===== config.mk =====
export PLATFORM = sky130hd
export DESIGN_NAME = uart_io
export DESIGN_NICKNAME = d
export VERILOG_FILES = /design/src/rtl/nano6502_defs_pkg.sv /design/src/rtl/uart_rx_fifo.sv /design/src/rtl/uart_io.sv
export SDC_FILE = /design/constraint.sdc
export NUM_CORES = 1
export LEC_CHECK = 0
export CELL_PAD_IN_SITES_DETAIL_PLACEMENT = 2
export CELL_PAD_IN_SITES_GLOBAL_PLACEMENT = 2
export CORE_ASPECT_RATIO = 0.8
export CORE_MARGIN = 2
export CORE_UTILIZATION = 35
export DETAILED_ROUTE_END_ITERATION = 10
export GPL_ROUTABILITY_DRIVEN = 0
export PLACE_DENSITY_LB_ADDON = 0.1
export SLEW_MARGIN = 20
export SYNTH_ARGS = -nofsm -noshare
export SYNTH_HDL_FRONTEND = slang
export SYNTH_SLANG_ARGS = --single-unit

===== constraint.sdc =====
create_clock -name clk_i -period 2.7 [get_ports clk_i]
set_input_delay 0.27 -clock clk_i [delete_from_list [all_inputs] [get_ports clk_i]]
set_output_delay 0.27 -clock clk_i [all_outputs]
set_load 0.005 [all_outputs]

===== src/rtl/nano6502_defs_pkg.sv =====
// Shared nano6502 I/O definitions: UART register offsets, status bit layout,
// I/O bank number and RX FSM state encodings.
package nano6502_defs;

   localparam logic [7:0] UART_DATA = 8'h00;
   localparam logic [7:0] UART_STAT = 8'h01;
   localparam logic [7:0] UART_BANK = 8'h01;

   localparam int STAT_RX_AVAIL   = 0;
   localparam int STAT_TX_READY   = 1;
   localparam int STAT_RX_OVERRUN = 2;
   localparam int STAT_FRAME_ERR  = 3;

   localparam logic [1:0] RX_IDLE  = 2'd0;
   localparam logic [1:0] RX_START = 2'd1;
   localparam logic [1:0] RX_DATA  = 2'd2;
   localparam logic [1:0] RX_STOP  = 2'd3;

   function automatic logic [7:0] pack_status(input logic rx_avail, input logic tx_ready,
                                              input logic overrun, input logic frame_err);
      logic [7:0] s;
      s = 8'h00;
      s[STAT_RX_AVAIL]   = rx_avail;
      s[STAT_TX_READY]   = tx_ready;
      s[STAT_RX_OVERRUN] = overrun;
      s[STAT_FRAME_ERR]  = frame_err;
      return s;
   endfunction

endpackage


===== src/rtl/uart_rx_fifo.sv =====
// Receive FIFO for uart_io: circular buffer with an occupancy counter, head
// visible combinationally on dout. A push into a full FIFO is dropped unless a
// pop happens in the same cycle.
module uart_rx_fifo #(
   parameter int WIDTH = 8,
   parameter int DEPTH = 16
) (
   input  logic                       clk_i,
   input  logic                       rst_n_i,
   input  logic                       push,
   input  logic                       pop,
   input  logic [WIDTH-1:0]           din,
   output logic [WIDTH-1:0]           dout,
   output logic                       full,
   output logic                       empty,
   output logic [$clog2(DEPTH):0]     count
);
   localparam int AW = $clog2(DEPTH);

   logic [WIDTH-1:0] mem [DEPTH];
   logic [AW-1:0]    wr_ptr;
   logic [AW-1:0]    rd_ptr;
   logic             push_ok;
   logic             pop_ok;

   assign empty   = (count == '0);
   assign full    = (count == (AW+1)'(DEPTH));
   assign pop_ok  = pop && !empty;
   assign push_ok = push && (!full || pop);
   assign dout    = mem[rd_ptr];

   // NOTE: storage has no reset; only pointers and count define validity.
   always_ff @(posedge clk_i) begin
      if (push_ok) mem[wr_ptr] <= din;
   end

   // NOTE: state registers use non-blocking assignments so every flop samples pre-edge values.
   always_ff @(posedge clk_i or negedge rst_n_i) begin
      if (!rst_n_i) begin
         wr_ptr <= '0;
         rd_ptr <= '0;
         count  <= '0;
      end else begin
         if (push_ok) wr_ptr <= wr_ptr + 1'b1;
         if (pop_ok)  rd_ptr <= rd_ptr + 1'b1;
         count <= count + {{AW{1'b0}}, push_ok} - {{AW{1'b0}}, pop_ok};
      end
   end

endmodule


===== src/rtl/uart_io.sv =====
// Memory-mapped 8N1 UART for the nano6502 I/O page: TX shifter, oversampled
// RX deserialiser feeding uart_rx_fifo, sticky status flags, combinational read mux.
module uart_io
   import nano6502_defs::*;
#(
   parameter int CLK_HZ   = 27000000,
   parameter int BAUD     = 115200,
   parameter int RX_DEPTH = 16
) (
   input  logic       clk_i,
   input  logic       rst_n_i,
   input  logic       uart_cs,
   input  logic       R_W_n,
   input  logic [7:0] addr_i,
   input  logic [7:0] data_i,
   output logic [7:0] data_o,
   input  logic       uart_rx_i,
   output logic       uart_tx_o,
   output logic       rx_irq_o
);
   localparam int DIV  = CLK_HZ / BAUD;
   localparam int HALF = DIV / 2;
   localparam int CW   = $clog2(DIV);
   localparam logic [CW-1:0] DIV_M1  = CW'(DIV - 1);
   localparam logic [CW-1:0] HALF_M1 = CW'(HALF - 1);

   logic       bus_rd, bus_wr, tx_wr, stat_wr, rx_pop;
   logic       tx_busy, tx_ready;
   logic [9:0] tx_shift;
   logic [CW-1:0] tx_cnt;
   logic [3:0] tx_bit;

   logic       rx_meta, rx_sync, rx_last, rx_fall;
   logic [1:0] rx_state;
   logic [CW-1:0] rx_cnt;
   logic [2:0] rx_bit;
   logic [7:0] rx_shift;
   logic       stop_sample, rx_push, frame_set, overrun_set;
   logic       rx_overrun, frame_err;

   logic [7:0] fifo_dout;
   logic       fifo_full, fifo_empty;
   logic [$clog2(RX_DEPTH):0] fifo_count;

   assign bus_rd   = uart_cs && R_W_n;
   assign bus_wr   = uart_cs && !R_W_n;
   assign tx_ready = !tx_busy;
   assign tx_wr    = bus_wr && (addr_i == UART_DATA) && tx_ready;
   assign stat_wr  = bus_wr && (addr_i == UART_STAT);
   assign rx_pop   = bus_rd && (addr_i == UART_DATA);

   // Frame is {stop, data, start}; shifting right with 1-fill leaves the line idle-high.
   assign uart_tx_o = tx_shift[0];

   always_ff @(posedge clk_i or negedge rst_n_i) begin
      if (!rst_n_i) begin
         tx_shift <= '1;
         tx_busy  <= 1'b0;
         tx_cnt   <= '0;
         tx_bit   <= '0;
      end else if (tx_wr) begin
         tx_shift <= {1'b1, data_i, 1'b0};
         tx_busy  <= 1'b1;
         tx_cnt   <= '0;
         tx_bit   <= '0;
      end else if (tx_busy) begin
         if (tx_cnt == DIV_M1) begin
            tx_cnt   <= '0;
            tx_shift <= {1'b1, tx_shift[9:1]};
            if (tx_bit == 4'd9) tx_busy <= 1'b0;
            else                tx_bit  <= tx_bit + 1'b1;
         end else begin
            tx_cnt <= tx_cnt + 1'b1;
         end
      end
   end

   always_ff @(posedge clk_i or negedge rst_n_i) begin
      if (!rst_n_i) begin
         rx_meta <= 1'b1;
         rx_sync <= 1'b1;
         rx_last <= 1'b1;
      end else begin
         rx_meta <= uart_rx_i;
         rx_sync <= rx_meta;
         rx_last <= rx_sync;
      end
   end

   assign rx_fall     = rx_last && !rx_sync;
   assign stop_sample = (rx_state == RX_STOP) && (rx_cnt == DIV_M1);
   assign rx_push     = stop_sample && rx_sync;
   assign frame_set   = stop_sample && !rx_sync;

   always_ff @(posedge clk_i or negedge rst_n_i) begin
      if (!rst_n_i) begin
         rx_state <= RX_IDLE;
         rx_cnt   <= '0;
         rx_bit   <= '0;
         rx_shift <= '0;
      end else begin
         case (rx_state)
            RX_IDLE: if (rx_fall) begin
               rx_state <= RX_START;
               rx_cnt   <= '0;
            end
            RX_START: if (rx_cnt == HALF_M1) begin
               rx_cnt   <= '0;
               rx_bit   <= '0;
               rx_state <= rx_sync ? RX_IDLE : RX_DATA;
            end else rx_cnt <= rx_cnt + 1'b1;
            RX_DATA: if (rx_cnt == DIV_M1) begin
               rx_cnt   <= '0;
               rx_shift <= {rx_sync, rx_shift[7:1]};
               rx_bit   <= rx_bit + 1'b1;
               if (rx_bit == 3'd7) rx_state <= RX_STOP;
            end else rx_cnt <= rx_cnt + 1'b1;
            RX_STOP: if (rx_cnt == DIV_M1) begin
               rx_cnt   <= '0;
               rx_state <= RX_IDLE;
            end else rx_cnt <= rx_cnt + 1'b1;
            default: rx_state <= RX_IDLE;
         endcase
      end
   end

   uart_rx_fifo #(.WIDTH(8), .DEPTH(RX_DEPTH)) u_fifo (
      .clk_i   (clk_i),
      .rst_n_i (rst_n_i),
      .push    (rx_push),
      .pop     (rx_pop),
      .din     (rx_shift),
      .dout    (fifo_dout),
      .full    (fifo_full),
      .empty   (fifo_empty),
      .count   (fifo_count)
   );

   assign overrun_set = rx_push && fifo_full && !rx_pop;
   assign rx_irq_o    = (fifo_count != '0);

   // Set has priority over a same-cycle clear.
   always_ff @(posedge clk_i or negedge rst_n_i) begin
      if (!rst_n_i) begin
         rx_overrun <= 1'b0;
         frame_err  <= 1'b0;
      end else begin
         rx_overrun <= overrun_set || (rx_overrun && !(stat_wr && data_i[STAT_RX_OVERRUN]));
         frame_err  <= frame_set   || (frame_err  && !(stat_wr && data_i[STAT_FRAME_ERR]));
      end
   end

   // NOTE: default assignment first keeps this block free of inferred latches.
   always_comb begin
      data_o = 8'h00;
      if (bus_rd) begin
         case (addr_i)
            UART_DATA: data_o = fifo_empty ? 8'h00 : fifo_dout;
            UART_STAT: data_o = pack_status(rx_irq_o, tx_ready, rx_overrun, frame_err);
            default:   data_o = 8'h00;
         endcase
      end
   end

endmodule

==> results.cfg <==
[run_status]
outcome = finished, final reports clean

[floorplanning]
die_height_um = 141.9
initial_utilization_pct = 35.56
die_area_um2 = 25030
ios = 31
rows = 50
core-area_um2 = 23400
die_x_um = 176.4

[power_and_ir_drop]
power_density_nw_per_um2 = 660.6
p_leak_nw = 4.049
ir_drop_uv = 296.8
finalPower_w = 0.006752

[logic_synthesis]
synth_flop_cell = edfxtp_1
yosysSeqAreaShare_pct = 64.73
synth_cell_types = 56
synth_cells = 541
synthArstFlopShare_pct = 32.28
ys_ff_latch = 189
synth.avg_cell_area_um2 = 15.38
syn_area_um2 = 8319
synth-warning-count = 0
synth_edf_count = 128
synth_fp_nets = 583

[drt]
routed_via_density = 5.223
wl_um = 21050
drt_iter0_drc = 306
vias = 4925
drt-pass1-iter-count = 4
ant_nets = 0
drc = 0
wire_per_inst_um = 22.33

[sta]
skew_ps = 14.28
tightestPinTransition_ps = 656.6
fmax_ghz = 0.3709
min_period_over_period_pct = 99.85
period_minus_slack_ps = 2696
whs_ps = 234.6
fin_tns_setup_ps = 0
hold_violations = 0
report.final.slew_viol_count = 0
grt_setup_unrepaired = yes
maxSlewHeadroom_pct = 55.90
setup_viol = 0

[layout]
stdcell_count = 943
regArea_um2 = 5386
fill_cells = 2267
drive_gt1_share_pct = 27.58
mostFrequentLayoutCells = edfxtp_1 (128), dfrtp_1 (48), mux4_2 (36), inv_1 (29), nand2_1 (28)
area_delta_synth_final_pct = 22.86
multi_input_area_um2 = 2746
diodes = 0
layout.nets = 660
final_common_cell = edfxtp_1

[worst_setup_path]
cp.required_ps = 2430
cp_max_fo = 5
worstSetupPathType = flip-flop to primary output
endpoint_kind = primary output
arrival_ps = 2430
crit_path_start_kind = flip-flop

[place]
portBuffers = 30
dp_hpwl_um = 14050
placed_cells = 903

[flow_run]
cap_violations = 0

[clock_network]
clk_latency_ps = 450
cts.sinks = 189
cts_max_path_buffers = 2
cts-htree-levels = 4
path_clk_slew_ps = 80
root_buffer = clkbuf_16
tritoncts = yes
numCtsBuffers = 17

[grt]
grt_pass1_vias = 5491
grt_pass1_wl_um = 33330
grt_start_max_net_pins = 62
grt_overflow_total = 0
grt_use_total_pct = 18.05
antenna_found_initial = 0

[worst_hold_path]
hold_class = input port to flip-flop
==> worst max-delay path, stage by stage (launching register included) <==
cell	delay (ps)
dfrtp_2	450
buf_12	130
buf_16	120
mux4_2	500
mux4_2	500
inv_2	80
o22ai_2	70
buf_2	150
==> cell type report <==
type                    count  share of cell area (%)
repair buffers             81                   9.512
flip-flops and latches    189                   52.70
clock buffers              18                   4.199
multi-input cells         296                   26.87
well taps                 312                   3.819
clock inverters            14                   1.689
inverters                  33                   1.212
==> flip-flops by register name, indices dropped and copies added (netlist names), named ones only <==
register and cells:
frame_err 1, rx_bit 3, rx_cnt 8, rx_last 1, rx_meta 1, rx_overrun 1
rx_shift 8, rx_state 1, rx_sync 1, tx_bit 4, tx_busy 1, tx_cnt 8
tx_shift 9, u_fifo.count 5, u_fifo.mem 128, u_fifo.rd_ptr 4, u_fifo.wr_ptr 4
==> path summary, 6_finish.rpt <==
check	startpoint	endpoint	slack, ps	cells past startpoint
worst max-delay path	u_fifo.rd_ptr[1]	data_o[3]	4	7
worst min-delay path	uart_rx_i	rx_meta	230	1
worst max register to register	u_fifo.count[2]	u_fifo.count[4]	110	13
worst min register to register	rx_meta	rx_sync	360	0
max in group asynchronous	rst_n_i	tx_shift[2]	1970	3
min in group asynchronous	rst_n_i	u_fifo.rd_ptr[0]	360	3
==> kinds of logic after synthesis <==
family | count (synthesis) | share of synthesized area, %
compound gates | 84 | 6.783
xor+xnor | 13 | 1.369
fa+ha+maj | 21 | 3.249
buf+inv | 56 | 2.963
flops | 189 | 64.73
mux | 51 | 11.76
simple gates | 127 | 9.144
==> cells in the mapped netlist (4+ instances only) <==
library cell | instances | share of area (%)
a211oi_1 | 7 | 0.63
buf_2 | 5 | 0.30
mux2i_1 | 4 | 0.48
nand4_1 | 4 | 0.30
or3_1 | 4 | 0.30
o21ai_0 | 26 | 1.6
a21oi_1 | 14 | 0.84
mux4_2 | 36 | 9.7
dfstp_2 | 12 | 3.8
and2_1 | 6 | 0.45
mux2_2 | 10 | 1.4
nor2_1 | 14 | 0.63
a211oi_2 | 5 | 0.75
edfxtp_1 | 128 | 46
xnor2_1 | 6 | 0.63
inv_1 | 33 | 1.5
nand4b_1 | 4 | 0.42
o211ai_1 | 4 | 0.36
o22ai_1 | 4 | 0.30
ha_1 | 20 | 3.0
a22oi_1 | 10 | 0.90
buf_4 | 4 | 0.36
dfrtp_1 | 49 | 15
nand3_1 | 18 | 1.1
and3_1 | 15 | 1.1
xor2_1 | 7 | 0.74
nor2b_1 | 8 | 0.60
nor3_1 | 6 | 0.36
nand2_1 | 28 | 1.3
clkbuf_1 | 9 | 0.41
==> where the power goes <==
group | switching, W | internal (W)
combinational | 0.000439 | 0.000371
sequential | 0.000172 | 0.00321
clock | 0.00123 | 0.00133
==> timing repair <==
item,CTS,global route
buffers inserted,5,1
endpoints found under the hold margin,49,0
endpoints found under the setup margin,9,9
hold buffers,1,0
gates resized for setup,43,6
gates cloned,2,0
pin swaps,5,6
==> metrics by stage <==
step	setup slack, ps	cell area (um^2)	utilization, %
after global placement	-303.5	9449	40.39
after global routing	-79.03	10220	43.68
after floorplan	44.96	8325	-
final	4.155	10220	43.68
after detailed placement	-362.2	9449	40.39
after CTS	-38.07	10220	43.70
==> routing by layer <==
metal | share of wire (%) | GRT usage, % | vias to the layer above
li1 | - | - | 2228
met1 | 47 | 26.33 | 2609
met2 | 47 | 27.86 | 72
met3 | 4.3 | 3.323 | 16
met4 | 1.1 | 4.872 | 0
met5 | 0 | 0 | -
Power figures use the tool's default switching activity.
